$ cat src/rtl/agc_gain_integrator.sv
// -----------------------------------------------------------------------------
// agc_gain_integrator
//
// Loop-filter integrator of an automatic gain control. Each accepted envelope
// sample produces an error against the target amplitude. The error is scaled
// by an attack or decay step size and added to a clamped gain-exponent
// accumulator. A small FSM selects a fast (shifted) step during initial
// acquisition, a normal step while tracking, and a zero step while frozen.
//
// Ports
//   clk        : clock
//   reset      : asynchronous, active-high reset
//   enb        : clock enable; nothing changes while low
//   in_valid   : env_in carries a sample this cycle
//   env_in     : measured output amplitude, ufix24_En23
//   ref_in     : target amplitude, ufix24_En23
//   mu_attack  : step size used when err < 0 (too loud), ufix16_En20
//   mu_decay   : step size used when err >= 0, ufix16_En20
//   freeze     : level request to hold the gain
//   restart    : synchronous pulse; reload GAIN_INIT and reacquire
//   gain_out   : gain exponent, sfix36_En33
//   gain_valid : one strobe per accepted sample, 3 enabled cycles later
//   state      : IDLE=0, ACQUIRE=1, TRACK=2, HOLD=3
//   sat_hi     : latest update clamped at GAIN_MAX
//   sat_lo     : latest update clamped at GAIN_MIN
// -----------------------------------------------------------------------------
module agc_gain_integrator #(
    parameter logic [35:0] GAIN_INIT  = 36'h000000000,
    parameter logic [35:0] GAIN_MAX   = 36'h600000000,
    parameter logic [35:0] GAIN_MIN   = 36'hA00000000,
    parameter int          ACQ_LEN    = 1024,
    parameter int          FAST_SHIFT = 3
) (
    input  logic        clk,
    input  logic        reset,
    input  logic        enb,
    input  logic        in_valid,
    input  logic [23:0] env_in,
    input  logic [23:0] ref_in,
    input  logic [15:0] mu_attack,
    input  logic [15:0] mu_decay,
    input  logic        freeze,
    input  logic        restart,
    output logic [35:0] gain_out,
    output logic        gain_valid,
    output logic [1:0]  state,
    output logic        sat_hi,
    output logic        sat_lo
);

    localparam int CNT_W = $clog2(ACQ_LEN + 1);

    // Clamp limits sign-extended to the width of the sum.
    localparam logic signed [37:0] GMAX_EXT = {{2{GAIN_MAX[35]}}, GAIN_MAX};
    localparam logic signed [37:0] GMIN_EXT = {{2{GAIN_MIN[35]}}, GAIN_MIN};

    typedef enum logic [1:0] {
        IDLE    = 2'd0,
        ACQUIRE = 2'd1,
        TRACK   = 2'd2,
        HOLD    = 2'd3
    } state_t;

    state_t            state_q, state_d;
    logic [CNT_W-1:0]  cnt_q, cnt_d;

    // Pipeline registers
    logic              v1, v2;
    logic signed [24:0] err1;
    logic [18:0]       mu1;
    logic signed [37:0] delta2;
    logic [35:0]       acc;

    // Combinational stage values
    logic signed [24:0] err_c;
    logic [18:0]       mu_base;
    logic [18:0]       mu_c;
    logic              fast;
    logic signed [43:0] prod;
    logic signed [37:0] delta_c;
    logic signed [37:0] delta_eff;
    logic signed [37:0] sum_c;
    logic [35:0]       acc_c;
    logic              hi_c, lo_c;

    // ---------------- stage 1: error and step selection ----------------
    assign err_c   = $signed({1'b0, ref_in}) - $signed({1'b0, env_in});
    assign mu_base = {3'b000, (err_c[24] ? mu_attack : mu_decay)};
    // The sample that leaves IDLE already belongs to acquisition.
    assign fast    = (state_q == IDLE) || (state_q == ACQUIRE);
    assign mu_c    = fast ? (mu_base << FAST_SHIFT) : mu_base;

    // ---------------- stage 2: scale, En43 -> En33 with floor ----------------
    assign prod    = err1 * $signed({1'b0, mu1});
    assign delta_c = 38'(prod >>> 10);

    // ---------------- stage 3: accumulate and clamp ----------------
    assign delta_eff = (state_q == HOLD) ? '0 : delta2;
    assign sum_c     = $signed({{2{acc[35]}}, acc}) + delta_eff;

    always_comb begin
        // NOTE: every output of a combinational block gets a default first so no latch is inferred.
        acc_c = sum_c[35:0];
        hi_c  = 1'b0;
        lo_c  = 1'b0;
        if (sum_c > GMAX_EXT) begin
            acc_c = GAIN_MAX;
            hi_c  = 1'b1;
        end else if (sum_c < GMIN_EXT) begin
            acc_c = GAIN_MIN;
            lo_c  = 1'b1;
        end
    end

    // ---------------- mode FSM: next state ----------------
    always_comb begin
        state_d = state_q;
        cnt_d   = cnt_q;
        if (restart) begin
            state_d = ACQUIRE;
            cnt_d   = '0;
        end else begin
            unique case (state_q)
                IDLE: begin
                    if (in_valid) begin
                        cnt_d   = CNT_W'(1);
                        state_d = (ACQ_LEN <= 1) ? TRACK : ACQUIRE;
                    end
                end
                ACQUIRE: begin
                    if (freeze) begin
                        state_d = HOLD;
                    end else if (in_valid) begin
                        cnt_d = cnt_q + CNT_W'(1);
                        if (cnt_q == CNT_W'(ACQ_LEN - 1)) begin
                            state_d = TRACK;
                        end
                    end
                end
                TRACK: begin
                    if (freeze) begin
                        state_d = HOLD;
                    end
                end
                HOLD: begin
                    // Leaving HOLD resumes tracking; acquisition only restarts on request.
                    if (!freeze) begin
                        state_d = TRACK;
                    end
                end
                default: state_d = IDLE;
            endcase
        end
    end

    // ---------------- registers ----------------
    // NOTE: sequential state uses non-blocking assignments so all registers update from pre-edge values.
    always_ff @(posedge clk or posedge reset) begin
        if (reset) begin
            state_q    <= IDLE;
            cnt_q      <= '0;
            v1         <= 1'b0;
            v2         <= 1'b0;
            err1       <= '0;
            mu1        <= '0;
            delta2     <= '0;
            acc        <= GAIN_INIT;
            gain_valid <= 1'b0;
            sat_hi     <= 1'b0;
            sat_lo     <= 1'b0;
        end else if (enb) begin
            state_q <= state_d;
            cnt_q   <= cnt_d;
            if (restart) begin
                // Samples in flight belong to the old acquisition and are dropped.
                v1         <= 1'b0;
                v2         <= 1'b0;
                acc        <= GAIN_INIT;
                gain_valid <= 1'b0;
                sat_hi     <= 1'b0;
                sat_lo     <= 1'b0;
            end else begin
                v1 <= in_valid;
                if (in_valid) begin
                    err1 <= err_c;
                    mu1  <= mu_c;
                end
                v2 <= v1;
                if (v1) begin
                    delta2 <= delta_c;
                end
                gain_valid <= v2;
                if (v2) begin
                    acc    <= acc_c;
                    sat_hi <= hi_c;
                    sat_lo <= lo_c;
                end
            end
        end
    end

    assign gain_out = acc;
    assign state    = state_q;

endmodule

$ cat config.mk
export PLATFORM = sky130hd
export DESIGN_NAME = agc_gain_integrator
export DESIGN_NICKNAME = d
export VERILOG_FILES = /design/src/rtl/agc_gain_integrator.sv
export SDC_FILE = /design/constraint.sdc
export NUM_CORES = 2
export LEC_CHECK = 0
export CAP_MARGIN = 20
export CORE_UTILIZATION = 40
export DETAILED_ROUTE_END_ITERATION = 8
export DONT_BUFFER_PORTS = 1
export SKIP_LAST_GASP = 1
export SLEW_MARGIN = 20
export SYNTH_ARGS = -nofsm -noshare
export SYNTH_HDL_FRONTEND = slang
export SYNTH_SLANG_ARGS = --single-unit
$ cat constraint.sdc
create_clock -name clk -period 9 [get_ports clk]
set_clock_uncertainty 0.15 [all_clocks]
set_input_delay 1.35 -clock clk [delete_from_list [all_inputs] [get_ports clk]]
set_output_delay 1.35 -clock clk [all_outputs]
set_load 0.005 [all_outputs]
==> run summary <==
Status - complete, no violations
Least-Margin Pin Slew - 1.16 ns
Netlist cell types - 76
Detailed Route WL - 66700 um
Post-synth EDFFs - 0
Diode count - 0
Flops & latches, synth - 132
Post-DP HPWL - 53900 um
Vias in the first global route - 20200
Post-route ant nets - 0
Hold bufs inserted after CTS - 0
Hold_sp - delta2[25]
PostCTS Resize Cnt - 0
Largest net degree at the start of global routing - 82
Wire per inst - 18.1 um
Crit-path max cell delay - 0.77 ns
Critical register-to-register path startpoint - mu1[5]
Yosys warns - 0
Final Wtd Congestion - 0.883
Min-delay worst type - flop to flop
CTS buffer count - 17
CP dominant cell by count - fa_1
Final Cell Area - 27300 um2
Post-Syn Area - 26100 um2
Vias - 19100
Reg-to-Reg End - delta2[22]
Core area - 64500 um2
Final TNS setup - 0 ns
Share of layout cells above drive strength 1 - 3.40%
Worst Path Buf+Inv - 4
Worst slew margin - 22.5%
Die Wd - 258 um
Setup crit end kind - flop
Fin. Hold Viols - 0
WS Path Type - flop to flop
Critical path fanouts, max - 26
Num rows - 93
All-layer global routing usage - 20.7%
# clock sinks - 132
Grt ovf - 0
Final min period - 7.80 ns
Post-Route Utilization - 42.4%
Area leader, netlist - fa_1
Yosys top cell area share - 36.7%
DRC - 0
Fillers - 6416
Post-DP Area - 26700 um2
Final setup viols - 0
Worst reg-to-reg setup slack - 1.20 ns
Arr. time, crit path - 7.98 ns
Crit path cell chain - and2_1, fa_1, inv_1, fa_1, fa_1, inv_1, fa_1, fa_1, fa_1, inv_1, fa_1, inv_1, ha_1, nand3_1, nor3_1, nand3b_1, o2111a_1, a21oi_1, a31oi_1, o21ba_2, o2111ai_1, a21oi_1, xor2_1, o21ai_0
Initial DRC count - 1182
RSZ-0062 raised after global routing - no
Fin nets - 3553
Post-Synthesis Cells - 2924
WP data required - 9.17 ns
Clk_lat worst skew - 0.48 ns
Initial antenna violation count - 0
Area contributors post-synth - fa_1 37%, dfrtp_1 13%, ha_1 8.4%
First-pass GRT wire length - 109000 um
Htree depth - 4
Synth-to-Final Area Change - 4.61%
Most used DFF post-synth - dfrtp_1
Top cells by count, synth - 579 x inv_1, 479 x fa_1, 353 x nand2_1
CTS Buffer Depth - 2
Detailed Routing Iterations Pass 1 - 6
# Post-CTS Setup Buffers - 0
Die Y-Extent - 258 um
Final period util - 86.7%
Fin. max-slew vios - 0
Clock transition at the registers of the reported paths - 0.07 ns
Max-cap viol count - 0
Mean Syn Cell Area - 8.93 um2
Port Buffers - 0
Critical Path Source Type - flop
IO Pins - 127
Starting density of the core - 40.5%
Root Buffer - clkbuf_16
CP top delay family - adder cells
Hold endpoint - delta2[25]
Vias/cell - 5.18
Syn_nets - 3665
Most common cell in the netlist - inv_1
Die area - 66300 um2
Fmax - 128 MHz
Fraction of synthesis flops using an asynchronous set or reset pin - 100%
Worst r2r path cells - 24
Sequential share of the synthesized area - 12.6%
TritonCTS clock tree - done
Worst hold stages - 2
Slowest cell on the critical path - dfrtp_1
==> cells by family (layout without fill, tap and decap cells) <==
group | after synthesis | after routing | synth area share [%]
buffers and inverters | 726 | 627 | 10.6
adders and majority gates | 655 | 655 | 45.1
DFF | 132 | 132 | 12.6
AOI/OAI and AO/OA | 413 | 413 | 10.8
muxes | 20 | 20 | 0.776
and+or+nand+nor | 884 | 884 | 16.9
xor gates and xnor gates | 94 | 94 | 3.15
==> layer usage <==
layer	track usage (%)	part of all wire (%)	vias to the layer above
met5	0	0	-
li1	-	-	8857
met3	4.19	6.5	38
met2	32.6	45	539
met4	3.94	1.0	0
met1	29.7	47	9634
==> state kept, by name, summed over array words and instances (netlist names), 2 cells and up <==
register,count
gain_out,36
delta2,34
err1,25
mu1,19
cnt_q,11
state,2
==> final cells by class <==
| cell class | instances | area [um2] | share of cell area, % |
|---|---|---|---|
| clock inverter | 13 | 138 | 0.504 |
| clock buffer | 19 | 443 | 1.62 |
| inverter | 579 | 2180 | 7.97 |
| sequential | 132 | 3300 | 12.1 |
| timing repair buffer | 16 | 120 | 0.440 |
| multi-input combinational | 2066 | 20100 | 73.5 |
| tap | 855 | 1070 | 3.92 |
==> worst register-to-register path: cells and delay by family (launching register included) <==
family | cells | cell delay, ns
AOI/OAI and AO/OA | 7 | 1.45
DFF | 1 | 0.77
xor gates and xnor gates | 1 | 0.14
adders and majority gates | 8 | 3.93
and+or+nand+nor | 4 | 0.97
buffers and inverters | 4 | 0.23
==> cells in the final DEF, fill, tap and decap left out, types with 22 or more instances in the layout <==
cell type and instances:
a21o_1 22, a21oi_1 80, and2_1 324, dfrtp_1 132, fa_1 479, ha_1 176
inv_1 578, nand2_1 350, nand3_1 27, nor2_1 74, nor3_1 24, o21ai_0 108
xnor2_1 54, xor2_1 40
==> stage by stage <==
stage               std cells  setup WS, ns  hold slack [ns]
global route             3680         0.781            0.346
detailed placement       3648          1.21            0.301
finish                   3680          1.20            0.309
global placement         3648          1.33            0.297
CTS                      3680          1.21            0.317
floorplan                2924          1.94            0.280
==> worst max path at each step <==
stage	from	to	slack, ns	cells past startpoint
global placement	mu1[5]	delta2[22]	1.33	24
finish	mu1[5]	delta2[22]	1.20	24
floorplan	mu1[11]	delta2[21]	1.94	26
CTS	mu1[5]	delta2[22]	1.21	24
detailed placement	mu1[5]	delta2[22]	1.21	24
global route	mu1[5]	delta2[22]	0.78	24
Power is left out: the tool's default activity adds up to more than one toggle a clock period on the data nets, which glitch-free logic cannot reach.
